**config.mk**
```make
export PLATFORM = sky130hd
export DESIGN_NAME = uart_tx_fifo
export DESIGN_NICKNAME = d
export VERILOG_FILES = /design/src/rtl/uart_pkg.sv /design/src/rtl/uart_sync_fifo.sv /design/src/rtl/uart_tx_fifo.sv
export SDC_FILE = /design/constraint.sdc
export NUM_CORES = 1
export LEC_CHECK = 0
export BUFFER_PORTS_ARGS = -buffer_cell sky130_fd_sc_hd__buf_2
export CAP_MARGIN = 20
export CORE_ASPECT_RATIO = 1.75
export CORE_MARGIN = 2
export CORE_UTILIZATION = 60
export CTS_CLUSTER_DIAMETER = 200
export DETAILED_ROUTE_END_ITERATION = 8
export PLACE_DENSITY_LB_ADDON = 0.25
export SYNTH_ARGS = -nofsm -noshare
export SYNTH_HDL_FRONTEND = slang
export SYNTH_SLANG_ARGS = --single-unit
```
**constraint.sdc**
```tcl
create_clock -name clk -period 6 [get_ports clk]
set_clock_uncertainty 0.2 [all_clocks]
set_input_delay 1.8 -clock clk [delete_from_list [all_inputs] [get_ports clk]]
set_output_delay 1.8 -clock clk [all_outputs]
set_load 0.03 [all_outputs]
```
**src/rtl/uart_pkg.sv**
```systemverilog
// Shared UART types, constants and divisor helper.
// UART_TX_PARITY_EN adds the PARITY state to the transmitter FSM.
package uart_pkg;

  localparam int UART_DATA_BITS = 8;

  typedef enum logic [2:0] {
    TX_IDLE,
    TX_START,
    TX_DATA,
`ifdef UART_TX_PARITY_EN
    TX_PARITY,
`endif
    TX_STOP
  } uart_tx_state_t;

  function automatic int unsigned uart_div(
    input int unsigned clk_freq,
    input int unsigned baud
  );
    return (clk_freq + baud / 2) / baud;
  endfunction

endpackage

```
**src/rtl/uart_sync_fifo.sv**
```systemverilog
// Generic single-clock FIFO with occupancy count.
// DEPTH must be a power of two so the pointers wrap naturally.
module uart_sync_fifo #(
  parameter int WIDTH = 8,
  parameter int DEPTH = 16
) (
  input  logic                   clk,
  input  logic                   reset_n,
  input  logic                   push,
  input  logic                   pop,
  input  logic [WIDTH-1:0]       din,
  output logic [WIDTH-1:0]       dout,
  output logic                   full,
  output logic                   empty,
  output logic [$clog2(DEPTH):0] count
);

  localparam int AW = $clog2(DEPTH);

  logic [WIDTH-1:0] mem [DEPTH];
  logic [AW-1:0]    wr_ptr;
  logic [AW-1:0]    rd_ptr;
  logic             do_push;
  logic             do_pop;

  assign full    = count == (AW+1)'(DEPTH);
  assign empty   = count == '0;
  assign do_push = push && !full;
  assign do_pop  = pop && !empty;
  assign dout    = mem[rd_ptr];

  always_ff @(posedge clk) begin
    if (do_push) mem[wr_ptr] <= din;
  end

  always_ff @(posedge clk or negedge reset_n) begin
    if (!reset_n) begin
      wr_ptr <= '0;
      rd_ptr <= '0;
      count  <= '0;
    end else begin
      if (do_push) wr_ptr <= wr_ptr + 1'b1;
      if (do_pop)  rd_ptr <= rd_ptr + 1'b1;
      if (do_push && !do_pop)
        count <= count + 1'b1;
      else if (!do_push && do_pop)
        count <= count - 1'b1;
    end
  end

endmodule

```
**src/rtl/uart_tx_fifo.sv**
```systemverilog
// Buffered 8N1 UART transmitter with byte FIFO.
// Define UART_TX_PARITY_EN for an even parity bit before stop.
module uart_tx_fifo
  import uart_pkg::*;
#(
  parameter int unsigned CLK_FREQ   = 100_000_000,
  parameter int unsigned BAUD_RATE  = 230400,
  parameter int          FIFO_DEPTH = 16
) (
  input  logic                        clk,
  input  logic                        reset_n,
  input  logic [7:0]                  tx_data,
  input  logic                        tx_valid,
  output logic                        tx_ready,
  output logic                        uart_txd,
  output logic                        busy,
  output logic [$clog2(FIFO_DEPTH):0] fifo_count
);

  localparam int unsigned DIV = uart_div(CLK_FREQ, BAUD_RATE);
  localparam int BW = (DIV > 1) ? $clog2(DIV) : 1;
  localparam int IW = $clog2(UART_DATA_BITS);
  localparam logic [BW-1:0] BAUD_LAST = BW'(DIV - 1);
  localparam logic [IW-1:0] LAST_BIT  = IW'(UART_DATA_BITS - 1);

  uart_tx_state_t state, state_n;

  logic [BW-1:0]             baud, baud_n;
  logic [UART_DATA_BITS-1:0] shift, shift_n;
  logic [IW-1:0]             idx, idx_n;
  logic                      txd_n;
  logic                      bit_end;
  logic                      load;
  logic                      pop;
  logic                      full;
  logic                      empty;
  logic [UART_DATA_BITS-1:0] dout;
`ifdef UART_TX_PARITY_EN
  logic                      par, par_n;
`endif

  uart_sync_fifo #(
    .WIDTH (UART_DATA_BITS),
    .DEPTH (FIFO_DEPTH)
  ) u_fifo (
    .clk     (clk),
    .reset_n (reset_n),
    .push    (tx_valid),
    .pop     (pop),
    .din     (tx_data),
    .dout    (dout),
    .full    (full),
    .empty   (empty),
    .count   (fifo_count)
  );

  assign tx_ready = !full;
  assign busy     = (state != TX_IDLE) || !empty;
  assign bit_end  = baud == BAUD_LAST;

  always_comb begin
    state_n = state;
    baud_n  = baud;
    shift_n = shift;
    idx_n   = idx;
    load    = 1'b0;
    pop     = 1'b0;
`ifdef UART_TX_PARITY_EN
    par_n   = par;
`endif
    unique case (state)
      TX_IDLE: begin
        load = !empty;
      end
      TX_START: begin
        if (bit_end) begin
          baud_n  = '0;
          idx_n   = '0;
          state_n = TX_DATA;
        end else begin
          baud_n = baud + 1'b1;
        end
      end
      TX_DATA: begin
        if (bit_end) begin
          baud_n  = '0;
          shift_n = shift >> 1;
          idx_n   = idx + 1'b1;
          if (idx == LAST_BIT) begin
`ifdef UART_TX_PARITY_EN
            state_n = TX_PARITY;
`else
            state_n = TX_STOP;
`endif
          end
        end else begin
          baud_n = baud + 1'b1;
        end
      end
`ifdef UART_TX_PARITY_EN
      TX_PARITY: begin
        if (bit_end) begin
          baud_n  = '0;
          state_n = TX_STOP;
        end else begin
          baud_n = baud + 1'b1;
        end
      end
`endif
      TX_STOP: begin
        if (bit_end) begin
          baud_n  = '0;
          state_n = TX_IDLE;
          load    = !empty;
        end else begin
          baud_n = baud + 1'b1;
        end
      end
      default: state_n = TX_IDLE;
    endcase

    // Pop straight into START so back-to-back frames have no idle gap
    if (load) begin
      pop     = 1'b1;
      shift_n = dout;
      idx_n   = '0;
      baud_n  = '0;
      state_n = TX_START;
`ifdef UART_TX_PARITY_EN
      par_n   = ^dout;
`endif
    end
  end

  // Line level follows the next state so uart_txd is a clean register
  always_comb begin
    txd_n = 1'b1;
    unique case (state_n)
      TX_START:  txd_n = 1'b0;
      TX_DATA:   txd_n = shift_n[0];
`ifdef UART_TX_PARITY_EN
      TX_PARITY: txd_n = par_n;
`endif
      default:   txd_n = 1'b1;
    endcase
  end

  always_ff @(posedge clk or negedge reset_n) begin
    if (!reset_n) begin
      state    <= TX_IDLE;
      baud     <= '0;
      shift    <= '0;
      idx      <= '0;
      uart_txd <= 1'b1;
    end else begin
      state    <= state_n;
      baud     <= baud_n;
      shift    <= shift_n;
      idx      <= idx_n;
      uart_txd <= txd_n;
    end
  end

`ifdef UART_TX_PARITY_EN
  always_ff @(posedge clk or negedge reset_n) begin
    if (!reset_n) par <= 1'b0;
    else          par <= par_n;
  end
`endif

endmodule
```
==> summary.txt <==
Floorplan
  – Die area: approximately 12000 sq um
  – Boundary Pins: 19
  – Site row count: 51
  – Die width: roughly 85 um
  – Initial core utilization: between 60% and 70%
  – Die Span Y: between 100 and 150 um
  – Core Area: approximately 11000 sq um

Synth
  – Asr flop ratio synth: between 20% and 30%
  – Largest cells by area after synthesis: edfxtp_1, dfrtp_1, mux4_2, ha_1, nand2_1
  – Syn_area_per_cell: 16.52 sq um
  – Syn_nets: roughly 440
  – Post-Synthesis Cell Area: around 7000 sq um
  – Flops & latches, synth: roughly 170
  – EDFF count, synth: 128
  – Synth Warn #: 0
  – Register area share after synthesis: a little over two thirds
  – Post-synth top area share: a little under three fifths
  – Synth unique cells: 48
  – Primary FF master, synth: edfxtp_1
  – Synth area leader: edfxtp_1
  – Synth Instances: ~420

Placed design
  – # port buffers: 18
  – Pre-CTS setup slack: about 1900 ps
  – Placed Area: 7051 sq um
  – Post-DP HPWL: 8.505 mm
  – Gp weighted congestion: approximately 0.84

Worst setup path
  – Largest delay share family, worst path: simple AND/OR/NAND/NOR gates
  – Worst r2r dst: u_fifo.count[4]
  – WP data required: about 6000 ps
  – Reg2reg start: baud[1]
  – Buf/Inv on CP: 3
  – Cell Chain, Critical Path: inv_1 > ha_1 > and4b_1 > a31oi_1 > nor3_2 > inv_1 > ha_1 > inv_1 > ha_1 > nor2b_1 > o21a_1 > or3_1 > a21oi_1 > xor2_1
  – CP startpoint: baud[1]
  – CP Launch Type: flip-flop
  – Worst R2R Path Depth: 14
  – CP max FO: 14
  – Longest individual stage delay on the worst path: 590 ps
  – Crit path kind: reg -> reg
  – Crit end category: flip-flop
  – Slowest cell on the critical path: nor3_2
  – Crit path DAT: a little over 4000 ps
  – Flop-to-flop setup slack: 2010 ps

Clock network
  – H-tree depth: 4
  – Clock Sink Count: between 150 and 200
  – Max Root-Sink Buffers: 2
  – CTS tree: done
  – Setup Fix Bufs, Post-CTS: 0
  – Worst skew pair latency: roughly 420 ps
  – Clk root buf: clkbuf_16
  – Hold buffer count at CTS: 0
  – Inserted Clock Buffers: 17
  – Clk slew on worst S/H paths: 60 ps
  – Post-CTS sizing: 0

Timing
  – Final hold viol count: 0
  – Fmax: roughly 250 MHz
  – Final setup viols: 0
  – Final setup margin: 2012 ps
  – Slew @ Worst Pin: a little over 800 ps
  – Min Tclk post-route: roughly 4000 ps
  – Unrepaired setup endpoints after global routing: false
  – Total Negative Setup Slacks: 0 ps
  – Pins Over Slew Limit: 0
  – Max-slew headroom: about 45%
  – Final worst-path cycle share: 66.47%

Detailed routing
  – Initial DRT Pass Iterations: 4
  – Final antenna-violating net count: 0
  – Final WL: 12.93 mm
  – Post-DR vias/cell: about 6.2
  – Initial DRC count: 221
  – Routed via count: 3617
  – DRC: 0
  – Routed length per placed instance: 22.22 um

Power and ir drop
  – Switching Power: about 1100 uW
  – Gate power share: 26.9%
  – Reg power frac: approximately 45%
  – Leakage: about 0.0027 uW
  – Clock share of power: between 20 and 30%
  – Internal: between 2000 and 2500 uW
  – Max IR drop VDD: 410.2 uV
  – Switching part of the total power: between 30% and 40%
  – PD cells: roughly 460 nW/um^2

Min path
  – Hold EP: idx[2]
  – HP Start: idx[2]
  – Min-delay worst type: reg -> reg
  – Hold Path Stages: 1

Global route
  – GRT Overall Usage: between 20% and 30%
  – Vias in the first global route: 3892
  – First-pass GRT wire length: between 20 and 25 mm
  – Largest net degree at the start of global routing: 38
  – Initial antenna violation count: 0
  – Total global routing overflow: 0

Layout
  – Commonest non-fill, non-tap cells in the layout: edfxtp_1, nand2_1, dfrtp_1, mux4_2, nor2_1
  – Design area: approximately 7600 sq um
  – Share of post-route cells with drive strength above 1: around a fifth
  – Area delta synth->final: 10.70%
  – Commonest non-fill, non-tap cell in the layout: edfxtp_1
  – Nets: about 470
  – Ant. Diodes: 0

Status
  – Status: complete, no violations

Run
  – Max_cap viols: 0
## registers in the layout, indices dropped and copies added (netlist names)
register,flops
u_fifo.mem,128
baud,9
shift,8
u_fifo.count,5
u_fifo.rd_ptr,4
u_fifo.wr_ptr,4
idx,3
state,3
uart_txd,1
## synthesized netlist by cell type (2+ instances only)
master	instances
a21oi_1	11
ha_1	14
mux2_2	3
xnor2_1	11
nor4_1	3
a31o_2	2
a31oi_1	7
a22oi_1	17
buf_2	4
dfrtp_1	36
buf_4	2
nor2b_1	3
inv_1	10
a22o_1	2
and3_1	8
buf_6	2
nor2_1	24
and2_1	4
or3_1	3
clkbuf_1	7
nand2_1	37
xor2_1	3
nand3_1	3
nand2b_1	2
o21ai_0	8
buf_1	4
nor3_1	7
mux4_2	32
edfxtp_1	128
## metal layers
metal | wire, um | GRT usage (%) | up-vias
li1 | - | - | 1639
met3 | 432 | 4.765 | 26
met2 | 7124 | 39.96 | 88
met1 | 4935 | 26.70 | 1864
met4 | 439 | 10.08 | 0
met5 | 0 | 0 | -
## cell type report
cell class / count / area (sq um)
sequential: 165 / 4773
fill: 756 / 3557
multi-input combinational: 222 / 1967
clock buffer: 21 / 440.4
tap: 132 / 165.2
timing repair buffer: 23 / 120.1
clock inverter: 9 / 106.4
inverter: 10 / 37.54
## kinds of logic (layout without fill, tap and decap cells)
kind of cell               after synthesis  after routing  synth area share (%)
other                                    1              1               0.05455
DFF                                    165            165                 69.40
muxes                                   36             36                 11.12
xor gates and xnor gates                14             14                 1.784
buffers and inverters                   29             63                 1.984
AOI/OAI and AO/OA                       53             53                 5.442
adders and majority gates               15             15                 2.840
and+or+nand+nor                        103            103                 7.372
## power groups by stage
stage	clock, uW	combinational [uW]	sequential, uW
6_report	1010	951	1580
5_1_grt	1070	1050	1600
4_1_cts	1020	960	1580
3_5_place_dp	0	952	1600
3_3_place_gp	0	918	1590
2_1_floorplan	0	752	1540
## how the worst max path moves through the flow
| stage | end | cells past startpoint |
|---|---|---|
| after detailed placement | u_fifo.count[4] | 10 |
| after CTS | u_fifo.count[4] | 14 |
| final | u_fifo.count[4] | 14 |
| after floorplan | u_fifo.count[4] | 10 |
| after global routing | u_fifo.count[4] | 14 |
| after global placement | u_fifo.count[4] | 10 |
## stage by stage
stage	hold slack, ps	cells	util (%)	power (uW)
4_1_cts	310.0	580	68.03	3563
3_3_place_gp	290.1	548	63.05	2508
5_1_grt	327.8	582	68.15	3720
3_5_place_dp	288.0	550	63.14	2553
6_report	312.6	582	68.15	3537
2_1_floorplan	270.1	416	-	2297
No activity file was read; power rests on OpenSTA's default activity.
